$ cat src/rtl/lsu_vec_pkg.sv
// lsu_vec_pkg: shared types for the vector load/store unit.
//   decode_s            - EXE-stage memory op decode
//   load_info_s         - load bookkeeping carried with a remote request
//   remote_req_s        - request word presented to network TX
//   lsu_vec_state_e     - FSM state encoding (IDLE/SEND/BURST)
//   lsu_vec_lane_mask_t - one bit per SIMD lane, sized for the widest build
package lsu_vec_pkg;

  localparam int          lsu_vec_max_lanes_gp   = 8;
  localparam logic [31:0] bsg_dram_npa_prefix_gp = 32'h8000_0000;

  typedef logic [lsu_vec_max_lanes_gp-1:0] lsu_vec_lane_mask_t;

  typedef logic [1:0] lsu_vec_state_e;
  localparam lsu_vec_state_e LSU_IDLE  = 2'd0;
  localparam lsu_vec_state_e LSU_SEND  = 2'd1;
  localparam lsu_vec_state_e LSU_BURST = 2'd2;

  typedef struct packed {
    logic       load;
    logic       store;
    logic       simd;
    logic       is_byte;
    logic       is_hex;
    logic       amo;
    logic [3:0] amo_type;
    logic       is_unsigned;
    logic       write_frd;
    logic       lr;
  } decode_s;

  typedef struct packed {
    logic       float_wb;
    logic       icache_fetch;
    logic       is_unsigned_op;
    logic       is_byte_op;
    logic       is_hex_op;
    logic [1:0] part_sel;
  } load_info_s;

  typedef struct packed {
    logic       write_not_read;
    logic       is_amo;
    logic [3:0] amo_type;
    logic [3:0] mask;
    logic [31:0] payload;
    logic [4:0] reg_id;
    logic [31:0] addr;
    load_info_s load_info;
  } remote_req_s;

endpackage

$ cat src/rtl/lsu_vec_if.sv
// lsu_vec_if: remote request channel between the LSU and network TX.
//   remote_req       - request fields (held stable while valid)
//   remote_req_v     - request valid
//   remote_req_ready - TX accepts the request this cycle
// master = LSU side, slave = TX side.
interface lsu_vec_if;
  import lsu_vec_pkg::*;

  remote_req_s remote_req;
  logic        remote_req_v;
  logic        remote_req_ready;

  modport master (output remote_req, output remote_req_v, input remote_req_ready);
  modport slave  (input remote_req, input remote_req_v, output remote_req_ready);
endinterface

$ cat src/rtl/lsu_vec_store_fmt.sv
// lsu_vec_store_fmt: formats one store word and its byte mask.
//   i_data  - raw store word
//   i_byte  - byte op: byte replicated x4, one-hot mask on i_sel
//   i_hex   - halfword op: halfword replicated x2, mask picks the half by i_sel[1]
//   i_sel   - address bits [1:0]
//   o_data  - formatted store word
//   o_mask  - byte enables
module lsu_vec_store_fmt
  import lsu_vec_pkg::*;
(
  input  logic [31:0] i_data,
  input  logic        i_byte,
  input  logic        i_hex,
  input  logic [1:0]  i_sel,
  output logic [31:0] o_data,
  output logic [3:0]  o_mask
);
  always_comb begin
    o_data = i_data;
    o_mask = 4'hF;
    if (i_byte) begin
      o_data = {4{i_data[7:0]}};
      o_mask = 4'b0001 << i_sel;
    end else if (i_hex) begin
      o_data = {2{i_data[15:0]}};
      o_mask = {{2{i_sel[1]}}, {2{~i_sel[1]}}};
    end
  end
endmodule

$ cat src/rtl/lsu_vec.sv
// lsu_vec: load/store unit for a lanes_p-wide SIMD vanilla core.
//   clk_i, reset_n_i        - clock, async active-low reset
//   exe_v_i / exe_ready_o   - op handshake from EXE (ready only in IDLE)
//   exe_decode_i, exe_rs1_i, exe_rs2_i, exe_rd_i, mem_offset_i - op operands
//   pc_plus4_i, icache_miss_i - icache-miss fetch request
//   dmem_*_o, byte_sel_o    - same-cycle local DMEM access
//   remote                  - registered remote request (lsu_vec_if.master)
//   misalign_o              - local SIMD op not row-aligned (op dropped)
// Build option: LSU_VEC_REMOTE_SIMD_EN enables splitting remote SIMD ops
// into lanes_p word beats; without it only lane 0 is sent.
module lsu_vec
  import lsu_vec_pkg::*;
#(
  parameter int data_width_p = 32,
  parameter int dmem_size_p  = 1024,
  parameter int lanes_p      = 4
) (
  input  logic                             clk_i,
  input  logic                             reset_n_i,
  input  logic                             exe_v_i,
  output logic                             exe_ready_o,
  input  decode_s                          exe_decode_i,
  input  logic [31:0]                      exe_rs1_i,
  input  logic [lanes_p-1:0][31:0]         exe_rs2_i,
  input  logic [4:0]                       exe_rd_i,
  input  logic [11:0]                      mem_offset_i,
  input  logic [31:0]                      pc_plus4_i,
  input  logic                             icache_miss_i,
  output logic                             dmem_v_o,
  output logic                             dmem_w_o,
  output logic [$clog2(dmem_size_p)-1:0]   dmem_addr_o,
  output logic [lanes_p-1:0][31:0]         dmem_data_o,
  output logic [lanes_p-1:0][3:0]          dmem_mask_o,
  output logic [1:0]                       byte_sel_o,
  lsu_vec_if.master                        remote,
  output logic                             misalign_o
);
  localparam int LG  = $clog2(lanes_p);
  localparam int DAW = $clog2(dmem_size_p);

  logic [31:0] w_addr, w_req_addr, w_fmt_data;
  logic [3:0]  w_fmt_mask;
  logic        w_fire, w_simd, w_local, w_misal, w_local_op, w_remote, w_accept;
  remote_req_s w_req, r_req;
  lsu_vec_state_e r_state;
  logic        r_live;  // low until the first clock after reset, keeps ready low in reset

  assign w_addr     = exe_rs1_i + {{20{mem_offset_i[11]}}, mem_offset_i};
  assign w_fire     = exe_v_i & exe_ready_o;
  // AMOs always go remote and are never split
  assign w_simd     = exe_decode_i.simd & ~exe_decode_i.amo;
  assign w_local    = (w_addr[31:12] == 20'd0) & ~exe_decode_i.amo;
  assign w_misal    = |w_addr[2+LG-1:0];
  assign w_local_op = ~icache_miss_i & w_local
                    & (exe_decode_i.load | exe_decode_i.store | exe_decode_i.lr);
  // remote LR has no meaning and is silently dropped
  assign w_remote   = icache_miss_i | (~w_local & ~exe_decode_i.lr
                    & (exe_decode_i.load | exe_decode_i.store | exe_decode_i.amo));

  lsu_vec_store_fmt u_fmt (
    .i_data (exe_rs2_i[0]),
    .i_byte (exe_decode_i.is_byte),
    .i_hex  (exe_decode_i.is_hex),
    .i_sel  (w_addr[1:0]),
    .o_data (w_fmt_data),
    .o_mask (w_fmt_mask)
  );

  assign dmem_v_o    = w_fire & w_local_op & ~(w_simd & w_misal);
  assign dmem_w_o    = dmem_v_o & exe_decode_i.store;
  assign misalign_o  = w_fire & w_local_op & w_simd & w_misal;
  assign dmem_addr_o = w_addr[2+LG +: DAW];
  assign byte_sel_o  = w_addr[1:0];

  // SIMD rows are aligned so raw lane words line up with the shared mask
  for (genvar i = 0; i < lanes_p; i++) begin : g_lane
    assign dmem_data_o[i] = w_simd ? exe_rs2_i[i] : w_fmt_data;
    assign dmem_mask_o[i] = (w_simd || (w_addr[2 +: LG] == LG'(i))) ? w_fmt_mask : 4'h0;
  end

  assign w_req_addr = icache_miss_i ? ((pc_plus4_i - 32'd4) | bsg_dram_npa_prefix_gp) : w_addr;

  always_comb begin
    w_req                        = '0;
    w_req.addr                   = w_req_addr;
    w_req.reg_id                 = exe_rd_i;
    w_req.mask                   = 4'hF;
    w_req.load_info.icache_fetch = icache_miss_i;
    w_req.load_info.part_sel     = w_req_addr[1:0];
    if (!icache_miss_i) begin
      w_req.write_not_read           = exe_decode_i.store;
      w_req.is_amo                   = exe_decode_i.amo;
      w_req.amo_type                 = exe_decode_i.amo_type;
      w_req.mask                     = w_fmt_mask;
      w_req.payload                  = w_fmt_data;
      w_req.load_info.float_wb       = exe_decode_i.write_frd;
      w_req.load_info.is_unsigned_op = exe_decode_i.is_unsigned;
      w_req.load_info.is_byte_op     = exe_decode_i.is_byte;
      w_req.load_info.is_hex_op      = exe_decode_i.is_hex;
    end
  end

  assign w_accept            = remote.remote_req_v & remote.remote_req_ready;
  assign remote.remote_req_v = (r_state != LSU_IDLE);
  assign exe_ready_o         = r_live & (r_state == LSU_IDLE);

`ifdef LSU_VEC_REMOTE_SIMD_EN
  logic [LG-1:0]              r_cnt;
  logic [lanes_p-1:0][31:0]   r_lane_data;

  always_comb begin
    remote.remote_req = r_req;
    if (r_state == LSU_BURST) remote.remote_req.payload = r_lane_data[r_cnt];
  end
`else
  assign remote.remote_req = r_req;
`endif

  always_ff @(posedge clk_i or negedge reset_n_i) begin
    if (!reset_n_i) begin
      r_state     <= LSU_IDLE;
      r_live      <= 1'b0;
      r_req       <= '0;
`ifdef LSU_VEC_REMOTE_SIMD_EN
      r_cnt       <= '0;
      r_lane_data <= '0;
`endif
    end else begin
      r_live <= 1'b1;
      case (r_state)
        LSU_IDLE: if (w_fire && w_remote) begin
          r_req <= w_req;
`ifdef LSU_VEC_REMOTE_SIMD_EN
          r_lane_data <= exe_rs2_i;
          r_cnt       <= '0;
          r_state     <= (w_simd && !icache_miss_i) ? LSU_BURST : LSU_SEND;
`else
          r_state     <= LSU_SEND;
`endif
        end
        LSU_SEND: if (w_accept) r_state <= LSU_IDLE;
`ifdef LSU_VEC_REMOTE_SIMD_EN
        LSU_BURST: if (w_accept) begin
          if (r_cnt == LG'(lanes_p - 1)) begin
            r_state <= LSU_IDLE;
            r_cnt   <= '0;
          end else begin
            r_cnt        <= r_cnt + 1'b1;
            r_req.addr   <= r_req.addr + 32'd4;
            r_req.reg_id <= r_req.reg_id + 5'd1;
          end
        end
`endif
        default: r_state <= LSU_IDLE;
      endcase
    end
  end

`ifndef SYNTHESIS
`ifndef LSU_VEC_REMOTE_SIMD_EN
  always @(posedge clk_i)
    if (reset_n_i && w_fire && w_remote && w_simd && !icache_miss_i)
      $error("[BSG_ERROR] remote SIMD not supported");
`endif
  a_amo_not_local: assert property (@(posedge clk_i) disable iff (!reset_n_i)
    !(dmem_v_o && exe_decode_i.amo));
  a_lanes_pow2: assert property (@(posedge clk_i)
    ((lanes_p & (lanes_p - 1)) == 0) && (lanes_p >= 2) && (lanes_p <= lsu_vec_max_lanes_gp));
`endif

endmodule

$ cat src/flat_wrapper.sv
// flat-port wrapper written by rule: the top's interface ports become plain ports
module lsu_vec_flat import lsu_vec_pkg::*;
#(
  parameter int data_width_p = 32,
  parameter int dmem_size_p  = 1024,
  parameter int lanes_p      = 4
)
  (clk_i, reset_n_i, exe_v_i, exe_ready_o, exe_decode_i, exe_rs1_i, exe_rs2_i, exe_rd_i, mem_offset_i, pc_plus4_i, icache_miss_i, dmem_v_o, dmem_w_o, dmem_addr_o, dmem_data_o, dmem_mask_o, byte_sel_o, misalign_o, remote_remote_req, remote_remote_req_v, remote_remote_req_ready);
  lsu_vec_if remote_i ();
  input  logic clk_i;
  input  logic reset_n_i;
  input  logic exe_v_i;
  output logic exe_ready_o;
  input  decode_s exe_decode_i;
  input  logic [31:0] exe_rs1_i;
  input  logic [lanes_p-1:0][31:0] exe_rs2_i;
  input  logic [4:0] exe_rd_i;
  input  logic [11:0] mem_offset_i;
  input  logic [31:0] pc_plus4_i;
  input  logic icache_miss_i;
  output logic dmem_v_o;
  output logic dmem_w_o;
  output logic [$clog2(dmem_size_p)-1:0] dmem_addr_o;
  output logic [lanes_p-1:0][31:0] dmem_data_o;
  output logic [lanes_p-1:0][3:0] dmem_mask_o;
  output logic [1:0] byte_sel_o;
  output logic misalign_o;
  output wire logic [$bits(remote_i.remote_req)-1:0] remote_remote_req;
  output wire logic [$bits(remote_i.remote_req_v)-1:0] remote_remote_req_v;
  input wire logic [$bits(remote_i.remote_req_ready)-1:0] remote_remote_req_ready;
  assign remote_remote_req = remote_i.remote_req;
  assign remote_remote_req_v = remote_i.remote_req_v;
  assign remote_i.remote_req_ready = remote_remote_req_ready;
  lsu_vec #(.data_width_p(data_width_p), .dmem_size_p(dmem_size_p), .lanes_p(lanes_p)) u_core (.clk_i(clk_i), .reset_n_i(reset_n_i), .exe_v_i(exe_v_i), .exe_ready_o(exe_ready_o), .exe_decode_i(exe_decode_i), .exe_rs1_i(exe_rs1_i), .exe_rs2_i(exe_rs2_i), .exe_rd_i(exe_rd_i), .mem_offset_i(mem_offset_i), .pc_plus4_i(pc_plus4_i), .icache_miss_i(icache_miss_i), .dmem_v_o(dmem_v_o), .dmem_w_o(dmem_w_o), .dmem_addr_o(dmem_addr_o), .dmem_data_o(dmem_data_o), .dmem_mask_o(dmem_mask_o), .byte_sel_o(byte_sel_o), .remote(remote_i), .misalign_o(misalign_o));
endmodule
$ cat config.mk
export PLATFORM = sky130hd
export DESIGN_NAME = lsu_vec_flat
export DESIGN_NICKNAME = d
export VERILOG_FILES = /design/src/rtl/lsu_vec_pkg.sv /design/src/rtl/lsu_vec_if.sv /design/src/rtl/lsu_vec_store_fmt.sv /design/src/rtl/lsu_vec.sv /design/src/flat_wrapper.sv
export SDC_FILE = /design/constraint.sdc
export NUM_CORES = 1
export LEC_CHECK = 0
export CAP_MARGIN = 20
export CORE_AREA = 10 10 178 180
export CTS_CLUSTER_DIAMETER = 150
export DETAILED_ROUTE_END_ITERATION = 8
export DIE_AREA = 0 0 188 190
export GPL_TIMING_DRIVEN = 0
export HOLD_SLACK_MARGIN = 0.1
export MAX_ROUTING_LAYER = met4
export PLACE_DENSITY = 0.68
export SYNTH_ARGS = -nofsm -noshare
export SYNTH_HDL_FRONTEND = slang
export SYNTH_SLANG_ARGS = --single-unit
$ cat constraint.sdc
create_clock -name clk_i -period 6.65 [get_ports clk_i]
set_input_delay 1.995 -clock clk_i [delete_from_list [all_inputs] [get_ports clk_i]]
set_output_delay 1.995 -clock clk_i [all_outputs]
set_load 0.02 [all_outputs]
== Yosys cells after proc, flatten, opt, wreduce, memory -nomap -nowiden ==
Index checks and enable logic that the tools add are counted.
Cells by class
  add/sub/neg operators: 2
  eq/ne operators: 6
  shift-type cells: 1
  mux-type cells: 19
  bitwise gates (word level): 25
  reduce and logical (&&, ||, !) cells: 12
Operators by type and width (count)
  $mux W32: 7
  $mux W42: 1
  $add A32 B32 Y32: 1
  $sub A31 B3 Y31 const B: 1
  $mux W4: 6
  $logic_not A20 Y1: 1
  $and A1 B1 Y1: 15
  $not A1 Y1: 6
  $eq A2 B1 Y1 const B: 2
  $eq A2 B2 Y1 const B: 2
  $logic_not A2 Y1: 2
  $logic_or A1 B1 Y1: 4
  $mux W2: 2
  $or A1 B1 Y1: 4
  $pmux W2 S2: 1
  $reduce_and A2 Y1: 2
  $reduce_or A4 Y1: 1
  $shl A1 B2 Y4 const A: 1
  $mux W3: 1
  $ne A2 B1 Y1 const B: 1
  $ne A2 B2 Y1 const B: 1
  $reduce_bool A2 Y1: 1
  $logic_and A1 B1 Y1: 1
  $mux W1: 1
Word-level totals
  register bits after elaboration: 89
  logic and storage cells: 80

== Logic depth before layout (Yosys ltp) ==
  word-level depth: 10
  mapped depth: 15
  depth with buffers taken out: 13

== By module ==
A second synthesis with hierarchy kept.
Second synthesis, totals
  cell total of the unflattened synthesis: 1431
  area, all modules: 9748.1 um2
By module, submodules not included
  lsu_vec: times used 1, cells an instance 1361, area each 9275.1 um2
  lsu_vec_store_fmt: times used 1, cells an instance 70, area each 473.0 um2

== Worst setup path after synthesis ==
No wires, ideal clock.
  kind: input port to output port
  start point: input port exe_rs1_i[0]
  end point: output port dmem_w_o
  data arrival time: 5.527 ns
  required time: 4.655 ns
  path slack: -0.872 ns
  stages on the path: 13
  buffers on the path: 0
  cell sequence: ha_1 inv_1 fa_1 nor2b_4 o2111ai_2 a211oi_2 a31o_1 a311oi_1 or4b_1 nor4_2 and2_4 nand2_1 nor4b_1
Between the ends
  longest elaborated chain between the ends: 8
  elaborated cells between the ends (all ways): 11
Ends and longest elaborated chain
  start: declaration: RTL line flat_wrapper.sv:15  | input logic [31:0] exe_rs1_i;
  $add A32 B32 Y32 (*): RTL line lsu_vec.sv:48  | assign w_addr = exe_rs1_i + {{20{mem_offset_i[11]}}, mem_offset_i};
  $logic_not A20 Y1: RTL line lsu_vec.sv:52  | assign w_local = (w_addr[31:12] == 20'd0) & ~exe_decode_i.amo;
  $and A1 B1 Y1: RTL line lsu_vec.sv:52
  $and A1 B1 Y1: RTL line lsu_vec.sv:54  | assign w_local_op = ~icache_miss_i & w_local
  $and A1 B1 Y1: RTL line lsu_vec.sv:55  | & (exe_decode_i.load | exe_decode_i.store | exe_decode_i.lr);
  $and A1 B1 Y1: RTL line lsu_vec.sv:69  | assign dmem_v_o = w_fire & w_local_op & ~(w_simd & w_misal);
  $and A1 B1 Y1 (*): RTL line lsu_vec.sv:69
  $and A1 B1 Y1 (*): RTL line lsu_vec.sv:70  | assign dmem_w_o = dmem_v_o & exe_decode_i.store;
  end: declaration: RTL line flat_wrapper.sv:22  | output logic dmem_w_o;
Mark *: on every way between the ends. The rest lies on a longest branch, timed or not.

== Worst setup path after layout ==
  start point: input port exe_rs1_i[13]
  end point: output port dmem_w_o
Between the ends
  longest elaborated chain between the ends: 8
Ends and longest elaborated chain (RTL line)
  $add A32 B32 Y32: lsu_vec.sv:48
  $logic_not A20 Y1: lsu_vec.sv:52
  $and A1 B1 Y1: lsu_vec.sv:52
  $and A1 B1 Y1: lsu_vec.sv:54
  $and A1 B1 Y1: lsu_vec.sv:55
  $and A1 B1 Y1 (2 in a row): lsu_vec.sv:69
  $and A1 B1 Y1: lsu_vec.sv:70
No other way between the ends.

==> parameters.txt <==
Parameter                              Value

Setup path
  Largest stage delay on the critical path ... 0.51 ns
  Critical path type ... in2out
  Critical-path cell list ... clkdlybuf4s50_1, ha_4, buf_4, a21oi_1, o21ai_2, a211oi_2, a31oi_4, xnor2_2, o2111ai_2, nor4_4, and2_4, nand2_8, nor4b_4, buf_6
  Total buffers and inverters traversed by the critical path ... 3
  Library cell contributing the largest single delay on the critical path ... sky130_fd_sc_hd__clkdlybuf4s50_1
  WP data required ... 4.66 ns
  Top cell family by delay on the critical path ... compound AO/OA/AOI/OAI gates
  Kind of launch point of the worst setup path ... input port
  Worst-path maximum fanout ... 4
  Critical path endpoint category ... output pin
  Data arrival time at the worst-slack endpoint ... 5.21 ns

STA
  Minimum setup slack in the final design ... -0.559 ns
  Measured slew at the worst slew-check pin ... 0.954 ns
  Post-layout min period ... about 7.2 ns
  Skew final ... 0.0137 ns
  Worst slew margin ... 0.360
  Post-route clock period utilization ... 1.08
  Accumulated negative setup slack ... -1.65 ns
  Number of setup violations in the final report ... 3
  Final count of hold timing violations ... 0
  Highest Clock Rate ... 139 MHz
  RSZ-0062 raised after global routing ... true
  Final-report max-slew violation count ... 0

Drt
  Total number of vias ... 10,500
  Routed wire length per instance ... approximately 26 um
  DRC violations left ... 0
  Total Routed Length ... 51,100 um
  Vias per inst ... 5.39
  Initial DRC Count ... 820
  Antenna-violating nets left ... 0
  DR pass1 iterations ... 5

Floorplan
  Full die area ... 0.0357 sq mm
  Die outline width ... 188 um
  Initial standard-cell utilization of the core ... 0.297
  IO Pins ... 474
  # rows ... 62
  Standard cell core area ... around 0.028 sq mm
  Overall die height ... 190 um

Finish
  Filler Cells Inserted ... 2,645
  Fraction of layout instances using a drive strength above 1 ... 0.155
  Layout area overhead ... 78.7%
  Share of the core filled with cells ... 0.530
  NumNets Final ... 1,819
  Final cell count without fillers ... 1,956

Synthesis
  Post-synthesis sequential area ratio ... 0.257
  Adder-cell share of the synthesized area ... 0.0502
  Synth warn ... 0
  Post-synth top area share ... 0.257
  Most instantiated library cell after synthesis ... sky130_fd_sc_hd__nand2_1
  Number of flops mapped to enable cells by yosys ... 0
  Count of unique library cells instantiated by Yosys ... 81
  Average footprint of a synthesized cell ... 8.07 sq um
  Prevailing post-synth register cell ... sky130_fd_sc_hd__dfrtp_1
  Number of register bits inferred by synthesis ... 86
  Post-Syn Area ... about 0.0084 sq mm
  Post-synthesis xor/xnor area fraction ... 0.0523
  Cells after Synth ... 1,038
  Synth cell count leaders ... sky130_fd_sc_hd__nand2_1, sky130_fd_sc_hd__dfrtp_1, sky130_fd_sc_hd__nor2_1
  Post-synthesis cell type with the largest combined area ... sky130_fd_sc_hd__dfrtp_1
  Async S/R FF share, synth ... 1.00
  Combinational family with the most area after synthesis ... compound AO/OA/AOI/OAI gates
  Complex-gate fraction of the synthesized area ... 0.277
  Simple-gate portion of the synthesized area ... 0.219
  Portion of netlist area occupied by mux cells ... 0.0875
  Top post-synthesis cells by area ... sky130_fd_sc_hd__dfrtp_1, sky130_fd_sc_hd__nand2_1, sky130_fd_sc_hd__o21a_1
  Net Count, Synth ... 1,298

GRT
  Remaining Overflow, GRT ... 0
  Via count of the first global-routing pass ... ~11,000
  First-pass GRT wire length ... approximately 73,000 um
  Maximum number of pins on one net before global-route repair ... 50
  Number of antenna violations at the first check in global routing ... 7
  Overall track demand over capacity in global routing ... 0.278

Status
  Violations in the final reports ... negative setup slack
  Outcome ... finished, violations left

Pwr
  Switching part of the total ... 0.433
  Maximum ir drop on the vdd rail ... 0.132 mV
  Power, Total ... 0.00340 W
  Share of total power in combinational logic ... 0.604
  Part of the power in registers ... 0.238
  Internal power ... slightly below 0.002 W
  Sw power ... ~0.0015 W
  Clock Power Share ... 0.158
  Power per standard cell area ... approximately 230 mW/mm^2
  Pleak ... 6.08 nW

Place
  DP HPWL ... 42,000 um
  Placed cell count ... 1,895
  Setup Slack @ Placement ... -2.49 ns
  RePlAce Congestion ... 0.970
  Port-buffer cells ... 471

Clocking
  Clock Root Buffer ... sky130_fd_sc_hd__clkbuf_16
  # clock sinks ... 86
  Clock Pin Slew Worst Setup and Hold Paths ... 0.07 ns
  CTS tree ... done
  Buffer depth of the longest clock path ... 2
  Clock insertion delay at the later pin of the skew report ... 0.36 ns
  Number of buffers created by CTS ... 9
  Number of hold buffers added after cts ... 0
  H-tree levels ... 3

Min path
  Class of the tightest hold or removal check ... reg2reg

Job
  Number of max-capacitance violations reported ... 0
-- worst paths after layout --
kind | start | endpoint | slack, ns | cells after the start
max | exe_rs1_i[13] | dmem_w_o | -0.56 | 14
min | u_core.remote.remote_req[31] | u_core.remote.remote_req[31] | 0.50 | 1
max reg2reg | u_core.r_state[0] | u_core.remote.remote_req[5] | 4.17 | 6
min reg2reg | u_core.remote.remote_req[31] | u_core.remote.remote_req[31] | 0.50 | 1
max in group asynchronous | reset_n_i | u_core.remote.remote_req[14] | 4.35 | 2
min in group asynchronous | reset_n_i | u_core.remote.remote_req[47] | 1.62 | 1
-- through the flow --
step	area (sq um)	hold slack (ns)
after detailed placement	13700	0.477
after floorplan	8490	0.597
after global routing	15000	0.510
after global placement	13700	0.470
after CTS	14700	0.500
final	15000	0.502
-- layer usage --
metal / global-route usage / up-vias / share of wire
met2: 0.417 / 481 / 0.45
met5: - / - / 0
met3: 0.104 / 42 / 0.099
met1: 0.352 / 5165 / 0.44
li1: - / 4858 / -
met4: 0.0569 / 0 / 0.014
-- cell type report --
cell class / count / area (sq um) / share of cell area
clock inverter: 7 / 75.1 / 0.00501
clock buffer: 9 / 225 / 0.0150
inverter: 20 / 75.1 / 0.00501
buffer: 70 / 402 / 0.0268
tap: 384 / 480 / 0.0321
multi-input combinational: 852 / 6440 / 0.430
timing repair buffer: 520 / 5110 / 0.341
antenna: 8 / 20.0 / 0.00134
sequential: 86 / 2150 / 0.144
-- state kept, by name, indices dropped and copies added (netlist names) --
register and flops:
u_core.r_live 1, u_core.r_state 1, u_core.remote.remote_req 84
-- power by group through the flow --
stage                     Sequential [W]  Combinational (W)  Clock (W)
after floorplan                 0.000999           0.000727          0
after detailed placement        0.000812            0.00193          0
final                           0.000809            0.00205   0.000537
after global routing            0.000827            0.00217   0.000562
after global placement          0.000804            0.00192          0
after CTS                       0.000805            0.00201   0.000546
-- worst reg2reg max path: cells and delay by family, from the launching register on --
| family | cells | cell delay (ns) |
|---|---|---|
| AO/OA/AOI/OAI | 1 | 0.28 |
| buffers and inverters | 2 | 0.82 |
| flip-flops | 1 | 0.43 |
| AND/OR/NAND/NOR | 3 | 0.84 |
-- cell families (layout without fill, tap and decap cells) --
kind of cell	after synthesis	count (layout)
AO/OA/AOI/OAI	324	324
XOR/XNOR	50	50
adder cells (fa/ha/maj)	33	33
buffers and inverters	100	626
flip-flops	86	86
multiplexers	65	65
other	1	9
AND/OR/NAND/NOR	379	379
-- repair_timing --
| item | in CTS | in global routing |
|---|---|---|
| cloned | 0 | 0 |
| buffers inserted | 35 | 12 |
| pin swaps | 45 | 31 |
| setup endpoints to repair | 138 | 75 |
| gates resized for setup | 156 | 50 |
-- layout by cell type, fill, tap and decap left out, types with 31 or more instances in the layout --
| master | netlist | layout |
|---|---|---|
| sky130_fd_sc_hd__a21o_1 | 38 | 38 |
| sky130_fd_sc_hd__a21oi_1 | 60 | 50 |
| sky130_fd_sc_hd__buf_4 | 12 | 59 |
| sky130_fd_sc_hd__clkbuf_1 | 51 | 38 |
| sky130_fd_sc_hd__clkdlybuf4s50_1 | 0 | 435 |
| sky130_fd_sc_hd__dfrtp_1 | 86 | 86 |
| sky130_fd_sc_hd__nand2_1 | 159 | 155 |
| sky130_fd_sc_hd__nor2_1 | 76 | 76 |
| sky130_fd_sc_hd__o21a_1 | 75 | 75 |
| sky130_fd_sc_hd__o21ai_0 | 38 | 31 |
No activity file was read; power rests on OpenSTA's default activity.
